==> src/rtl/mips_pkg.sv <==
// Shared opcode, ALUOp and control-bundle definitions for the MIPS pipeline.
package mips_pkg;

    localparam logic [5:0] OP_RTYPE = 6'b000000;
    localparam logic [5:0] OP_LW    = 6'b100011;
    localparam logic [5:0] OP_SW    = 6'b101011;
    localparam logic [5:0] OP_BEQ   = 6'b000100;
    localparam logic [5:0] OP_ADDI  = 6'b001000;
    localparam logic [5:0] OP_ANDI  = 6'b001100;
    localparam logic [5:0] OP_ORI   = 6'b001101;
    localparam logic [5:0] OP_SLTI  = 6'b001010;

    localparam logic [2:0] ALU_ADD   = 3'b000;
    localparam logic [2:0] ALU_SUB   = 3'b001;
    localparam logic [2:0] ALU_FUNCT = 3'b010;
    localparam logic [2:0] ALU_AND   = 3'b011;
    localparam logic [2:0] ALU_OR    = 3'b100;
    localparam logic [2:0] ALU_SLT   = 3'b101;

    typedef struct packed {
        logic       reg_write;
        logic       mem_to_reg;
        logic       mem_read;
        logic       mem_write;
        logic       branch;
        logic       alu_src;
        logic       reg_dest;
        logic [2:0] alu_op;
    } ctrl_t;

endpackage

==> src/rtl/reg_file.sv <==
// 2-read/1-write register file with synchronous clear and $0 hardwired to zero.
// Define WB_BYPASS_EN to forward same-cycle writeback data onto the read ports.
module reg_file #(
    parameter int unsigned NUM_REGS = 32,
    parameter int unsigned DATA_W   = 32
) (
    input  logic              clk,
    input  logic              reset,
    input  logic [4:0]        ra1,
    input  logic [4:0]        ra2,
    input  logic              we,
    input  logic [4:0]        wa,
    input  logic [DATA_W-1:0] wd,
    output logic [DATA_W-1:0] rd1,
    output logic [DATA_W-1:0] rd2
);

    logic [DATA_W-1:0] regs_q [NUM_REGS];

    always_ff @(posedge clk) begin
        if (reset) begin
            for (int i = 0; i < int'(NUM_REGS); i++) begin
                regs_q[i] <= '0;
            end
        end else if (we && (wa != 5'd0)) begin
            regs_q[wa] <= wd;
        end
    end

    always_comb begin
        rd1 = (ra1 == 5'd0) ? '0 : regs_q[ra1];
        rd2 = (ra2 == 5'd0) ? '0 : regs_q[ra2];
`ifdef WB_BYPASS_EN
        if (we && (wa != 5'd0) && (wa == ra1)) rd1 = wd;
        if (we && (wa != 5'd0) && (wa == ra2)) rd2 = wd;
`endif
    end

endmodule

==> src/rtl/id_stage.sv <==
// Instruction decode stage: register file, control decode, immediate extension, load-use stall.
// WB_BYPASS_EN (optional) makes same-cycle writebacks visible on reg1/reg2.
module id_stage
    import mips_pkg::*;
#(
    parameter int unsigned NUM_REGS = 32,
    parameter int unsigned DATA_W   = 32
) (
    input  logic              clk,
    input  logic              reset,
    input  logic [31:0]       instr,
    input  logic [DATA_W-1:0] pc_4_in,
    input  logic              flush,
    input  logic              ex_mem_read,
    input  logic [4:0]        ex_rt,
    input  logic              wb_reg_write,
    input  logic [4:0]        wb_addr,
    input  logic [DATA_W-1:0] wb_data,
    output logic [DATA_W-1:0] pc_4,
    output logic [DATA_W-1:0] reg1,
    output logic [DATA_W-1:0] reg2,
    output logic [DATA_W-1:0] sign_extend,
    output logic [4:0]        rt,
    output logic [4:0]        rd,
    output logic              RegWrite,
    output logic              MemToReg,
    output logic              MemRead,
    output logic              MemWrite,
    output logic              Branch,
    output logic              ALUSrc,
    output logic              RegDest,
    output logic [2:0]        ALUOp,
    output logic              stall
);

    logic [5:0] opcode;
    logic [4:0] rs;
    logic       uses_rt;
    logic       bubble;
    ctrl_t      dec;
    ctrl_t      ctrl;

    assign opcode = instr[31:26];
    assign rs     = instr[25:21];
    assign rt     = instr[20:16];
    assign rd     = instr[15:11];
    assign pc_4   = pc_4_in;

    reg_file #(
        .NUM_REGS(NUM_REGS),
        .DATA_W  (DATA_W)
    ) u_reg_file (
        .clk  (clk),
        .reset(reset),
        .ra1  (rs),
        .ra2  (rt),
        .we   (wb_reg_write),
        .wa   (wb_addr),
        .wd   (wb_data),
        .rd1  (reg1),
        .rd2  (reg2)
    );

    always_comb begin
        dec = '0;
        case (opcode)
            OP_RTYPE: begin
                dec.reg_write = 1'b1;
                dec.reg_dest  = 1'b1;
                dec.alu_op    = ALU_FUNCT;
            end
            OP_LW: begin
                dec.reg_write  = 1'b1;
                dec.mem_to_reg = 1'b1;
                dec.mem_read   = 1'b1;
                dec.alu_src    = 1'b1;
                dec.alu_op     = ALU_ADD;
            end
            OP_SW: begin
                dec.mem_write = 1'b1;
                dec.alu_src   = 1'b1;
                dec.alu_op    = ALU_ADD;
            end
            OP_BEQ: begin
                dec.branch = 1'b1;
                dec.alu_op = ALU_SUB;
            end
            OP_ADDI: begin
                dec.reg_write = 1'b1;
                dec.alu_src   = 1'b1;
                dec.alu_op    = ALU_ADD;
            end
            OP_ANDI: begin
                dec.reg_write = 1'b1;
                dec.alu_src   = 1'b1;
                dec.alu_op    = ALU_AND;
            end
            OP_ORI: begin
                dec.reg_write = 1'b1;
                dec.alu_src   = 1'b1;
                dec.alu_op    = ALU_OR;
            end
            OP_SLTI: begin
                dec.reg_write = 1'b1;
                dec.alu_src   = 1'b1;
                dec.alu_op    = ALU_SLT;
            end
            default: ;
        endcase
    end

    // Logical immediates are zero-extended; everything else is sign-extended.
    always_comb begin
        if ((opcode == OP_ANDI) || (opcode == OP_ORI)) begin
            sign_extend = {{(DATA_W-16){1'b0}}, instr[15:0]};
        end else begin
            sign_extend = {{(DATA_W-16){instr[15]}}, instr[15:0]};
        end
    end

    // Only R-type, sw and beq actually read rt as a source operand.
    assign uses_rt = (opcode == OP_RTYPE) || (opcode == OP_SW) || (opcode == OP_BEQ);

    assign stall = ex_mem_read && (ex_rt != 5'd0)
                   && ((ex_rt == rs) || (uses_rt && (ex_rt == rt)))
                   && !flush && !reset;

    assign bubble = stall || flush || reset;
    assign ctrl   = bubble ? '0 : dec;

    assign RegWrite = ctrl.reg_write;
    assign MemToReg = ctrl.mem_to_reg;
    assign MemRead  = ctrl.mem_read;
    assign MemWrite = ctrl.mem_write;
    assign Branch   = ctrl.branch;
    assign ALUSrc   = ctrl.alu_src;
    assign RegDest  = ctrl.reg_dest;
    assign ALUOp    = ctrl.alu_op;

endmodule

==> config.mk <==
export PLATFORM = sky130hd
export DESIGN_NAME = id_stage
export DESIGN_NICKNAME = d
export VERILOG_FILES = /design/src/rtl/mips_pkg.sv /design/src/rtl/reg_file.sv /design/src/rtl/id_stage.sv
export SDC_FILE = /design/constraint.sdc
export NUM_CORES = 2
export LEC_CHECK = 0
export CORE_UTILIZATION = 30
export CTS_CLUSTER_SIZE = 16
export DETAILED_ROUTE_END_ITERATION = 10
export PLACE_DENSITY = 0.49
export SETUP_SLACK_MARGIN = 0.05
export SLEW_MARGIN = 20
export SYNTH_ARGS = -nofsm -noshare
export SYNTH_HDL_FRONTEND = slang
export SYNTH_SLANG_ARGS = --single-unit
==> constraint.sdc <==
create_clock -name clk -period 2.3 [get_ports clk]
set_clock_uncertainty 0.1 [all_clocks]
set_input_delay 0.23 -clock clk [delete_from_list [all_inputs] [get_ports clk]]
set_output_delay 0.23 -clock clk [all_outputs]
set_load 0.01 [all_outputs]
* Word-level counts from Yosys, hierarchy flattened *
Memories as Yosys holds them, arrays and structs flattened.
Index checks and enable logic that the tools add are counted.

word-level totals
  register bits after elaboration = 0
  RAM bits = 1024
  input port bits = 111
  output and inout port bits = 149
  logic and storage cells = 51
  memories = 1

cells by class
  eq/ne operators = 9
  mux-type cells = 19
  reduce and logical (&&, ||, !) cells = 22

memories
  name               depth  width  read ports  clocked after Yosys merged registers in  wr ports  RTL line        text
  u_reg_file.regs_q  32     32     2           0                                        32        reg_file.sv:18  logic [DATA_W-1:0] regs_q [NUM_REGS];

operator list
  cell                                                                    number
  32-bit two-way mux                                                      4
  32-bit OR reduction                                                     1
  6-bit by 4-bit equality test with 1-bit output (second input constant)  4
  3-bit case mux with 5 select lines                                      1
  6-bit equality test (second input constant)                             2
  6-bit OR reduction                                                      2
  1-bit two-way mux                                                       11
  5-bit equality test                                                     2
  5-bit zero test                                                         2
  10-bit two-way mux                                                      1
  5-bit nonzero test                                                      2
  6-bit by 3-bit equality test with 1-bit output (second input constant)  1
  1-bit logical AND                                                       6
  6-bit zero test                                                         1
  1-bit logical OR                                                        6
  5-bit two-way mux                                                       1
  1-bit zero test                                                         2
  2-bit two-way mux                                                       1

* Depth between registers and ports, before layout *
  depth after elaboration = 11
  depth in mapped cells = 10
  mapped depth without buffers = 5

* By module *
Synthesis repeated with hierarchy kept, for this count alone.

unflattened totals
  cell total of the unflattened synthesis = 3636
  area, all modules = 55213.0 um^2

modules (own cells, without submodules)
  module    times used  cells each  area an instance (um^2)  sequential area each (um^2)
  reg_file  1           3502        54253.3                  30749.5
  id_stage  1           134         959.7                    0.0

* Least setup slack after synthesis *
OpenSTA, ideal clock, no wires.

  kind = input to output
  start = in instr[18]
  end = out reg2[10]
  arrival time = 1.904 ns
  required time = 1.970 ns
  slack = 0.066 ns
  stages on the path = 7
  path buffers = 3
  cell sequence = buf_2 buf_2 clkbuf_1 mux4_2 a22o_1 a2111oi_0 nor3_1

between the ends
  word-level cells in the longest chain between the ends = 2
  elaborated cells on any way between the ends = 3
  classes of those cells = mux: 1; reduce/logical: 1; memory: 1

ends and longest elaborated chain
  item                                                               RTL line        text
  start, declared                                                    id_stage.sv:11  input logic [31:0] instr,
  memory read 32 x 32 bit / 5-bit zero test (equally long branches)  n/a
  32-bit two-way mux *                                               reg_file.sv:32  rd2 = (ra2 == 5'd0) ? '0 : regs_q[ra2];
  end, declared                                                      id_stage.sv:21  output logic [DATA_W-1:0] reg2,

Every way passes the cells marked *; elsewhere a longest branch is shown, timed or not.

==> impl_metrics.yaml <==
status:
  status: "finished with violations"
  violations_in_the_final_reports: "setup timing"
die:
  boundaryPins: 260
  overall_die_area_um2: 187000
  die-width_um: 432
  die_y_um: 432
  design.core.area_um2: 183000
  rows: 157
  floorplan.initialDensity: 0.302
grt:
  grt_overflow_total: 0
  number_of_global_route_vias_before_repair: 37644
  grt_max_degree: 59
  grt_antenna_before_repair: 4
  first_pass_grt_wire_length_mm: 293
  track_usage: 0.222
finish:
  drive_gt1_frac: 0.401
  layout-area-overhead-vs-synth_pct: 30.0
  largest_register_ffs: 1024
  final_net_count: 4538
  largest-register: "u_reg_file.regs_q"
  final_core_util: 0.393
  mostFrequentLayoutCell: "sky130_fd_sc_hd__edfxtp_1"
  final_cell_mix: "sky130_fd_sc_hd__edfxtp_1 (1,024), sky130_fd_sc_hd__and2_1 (992), sky130_fd_sc_hd__buf_4 (605)"
  reg.largest.list: "u_reg_file.regs_q: 1024 flops"
critical_path:
  slowest_stage: "sky130_fd_sc_hd__mux4_2"
  timing.critical_path.slowest_cell_delay_ns: 0.57
  timing.critical_path.max_delay_family: "compound AO/OA/AOI/OAI gates"
  path_cells: "mux4_2 -> a22o_1 -> a2111oi_4 -> buf_4 -> nor3_4 -> buf_2"
  worst_setup_path_start_kind: "register"
  critPathKind: "reg -> out"
  critPathBufInv: 2
  cp.required_ns: 1.97
  cp_max_fo: 2
  cp.arrival_ns: 2.78
  worst_setup_path_end_kind: "output pin"
power_and_ir_drop:
  total_leakage_power_uw: 0.0261
  worst_ir_drop_vdd_mv: 0.685
  power_per_cell_area_nw_per_um2: 674
synthesis:
  netlist_instances: 3800
  distinct_cell_type_count_of_the_synthesized_netlist: 47
  ys_ff_latch: 1024
  yosys_warnings: 0
  synth_enable_flop_cells: 1024
  synth-main-ff-cell: "sky130_fd_sc_hd__edfxtp_1"
  syn_area_um2: 55400
  asyncSetResetFlopFracSynth: 0
  post_synth.cell_area_avg_um2: 14.6
  ys_seq_area_frac: 0.555
sta:
  hold_viol_final: 0
  finalSetupViolCount: 75
  rsz0062_at_grt: "yes"
  layout_setup_ws_ns: -0.807
  finalCritPeriodShare: 1.35
  final-max-slew-violation-count: 0
  maxSlewHeadroom: 0.354
  fin_crit_ns: 3.11
  whs_ns: 0.0250
  fmax_mhz: 322
  max_slew.worst_pin.slew_ns: 0.965
routing:
  dr_total_vias: 36585
  wl_per_cell_um: 30.0
  avgViaCountPerCell: 5.24
  ant_nets: 0
  count_of_tritonroute_iterations_in_the_first_routing_pass: 5
  remaining_drc_errors: 0
  detailedRoute.firstIterationViolations: 3624
  detail_route.wirelength_mm: 209
job:
  maxCapViolCount: 0
placement:
  hpwlAfterDp_mm: 145
  globalplace.congestion: 0.878
  port-buffer-count: 161
clock_tree:
  cts_tree: "done"
  cts_root_buf: "sky130_fd_sc_hd__clkbuf_16"
  cts-buffers-inserted: 116
  clkTransAtPathRegs_ns: 0.06
  htree_levels: 3
  clock_path_buffers: 3
  tritoncts_num_sinks: 1024
  cts.hold.buffers_added: 0
min_path:
  hp-class: "in -> reg"
where the power goes:
part / internal, uW / leakage (uW) / switching, uW
Sequential: 21600 / 0.00975 / 566
Combinational: 3860 / 0.0146 / 4240
Clock: 10400 / 0.00180 / 7920
Total: 35900 / 0.0261 / 12700
Yosys cell counts, types with 47 or more instances:
master | number | share of area
sky130_fd_sc_hd__edfxtp_1 | 1024 | 0.55
sky130_fd_sc_hd__mux2i_1 | 222 | 0.040
sky130_fd_sc_hd__mux2_2 | 87 | 0.018
sky130_fd_sc_hd__mux4_2 | 392 | 0.16
sky130_fd_sc_hd__nor2_1 | 49 | 0.0033
sky130_fd_sc_hd__nand2_1 | 48 | 0.0032
sky130_fd_sc_hd__a2111oi_0 | 47 | 0.0074
sky130_fd_sc_hd__o22ai_1 | 116 | 0.013
sky130_fd_sc_hd__clkbuf_1 | 295 | 0.020
sky130_fd_sc_hd__buf_2 | 56 | 0.0051
sky130_fd_sc_hd__and2_1 | 993 | 0.11
sky130_fd_sc_hd__a22o_1 | 62 | 0.0098
sky130_fd_sc_hd__buf_4 | 96 | 0.013
routing by layer:
| metal | up-vias | global-route usage | share of wire |
|---|---|---|---|
| li1 | 15722 | - | - |
| met1 | 19303 | 0.297 | 0.43 |
| met2 | 1268 | 0.373 | 0.49 |
| met3 | 292 | 0.0276 | 0.051 |
| met4 | 0 | 0.0676 | 0.034 |
| met5 | - | 0 | 0 |
stage by stage:
step                      total power (uW)  instance area [um2]  TNS [ns]  std cells  setup slack, ns
after floorplan                      25800                55600         0       3831           0.0659
after global placement               29800                65700   -152.89       6735            -2.17
after detailed placement             29800                65700   -153.27       6735            -1.60
after CTS                            48700                71400    -43.76       6954           -0.906
after global routing                 49900                72100    -45.39       6984           -0.840
final                                48600                72100    -39.48       6987           -0.807
final timing paths:
check | start | end | slack, ns | cells after the start
max | u_reg_file.regs_q[31][21] | reg2[21] | -0.81 | 6
min | reset | u_reg_file.regs_q[0][14] | 0.03 | 2
cells by family (layout without fill, tap and decap cells):
kind of cell | Yosys count | in the layout | share of synthesized area
AND/OR/NAND/NOR | 1239 | 1239 | 0.135
flip-flops | 1024 | 1024 | 0.555
multiplexers | 704 | 704 | 0.218
buffers and inverters | 473 | 1161 | 0.0425
AO/OA/AOI/OAI | 348 | 348 | 0.0475
XOR/XNOR | 11 | 11 | 0.00174
other | 1 | 36 | 0.0000676
cell type report:
class,instances,area [um2]
Fill cell,16872,111000
Sequential cell,1024,30700
Multi-Input combinational cell,2334,25100
Timing Repair Buffer,950,9490
Tap cell,2464,3080
Clock buffer,139,3030
Clock inverter,71,626
Antenna cell,4,10.0
Inverter,1,3.75
repair_timing:
item | 4_1_cts | 5_1_grt
endpoints found under the setup margin | 91 | 89
buffers inserted | 39 | 37
pin swaps | 143 | 47
gates resized for setup | 741 | 86
Power figures use the tool's default switching activity.
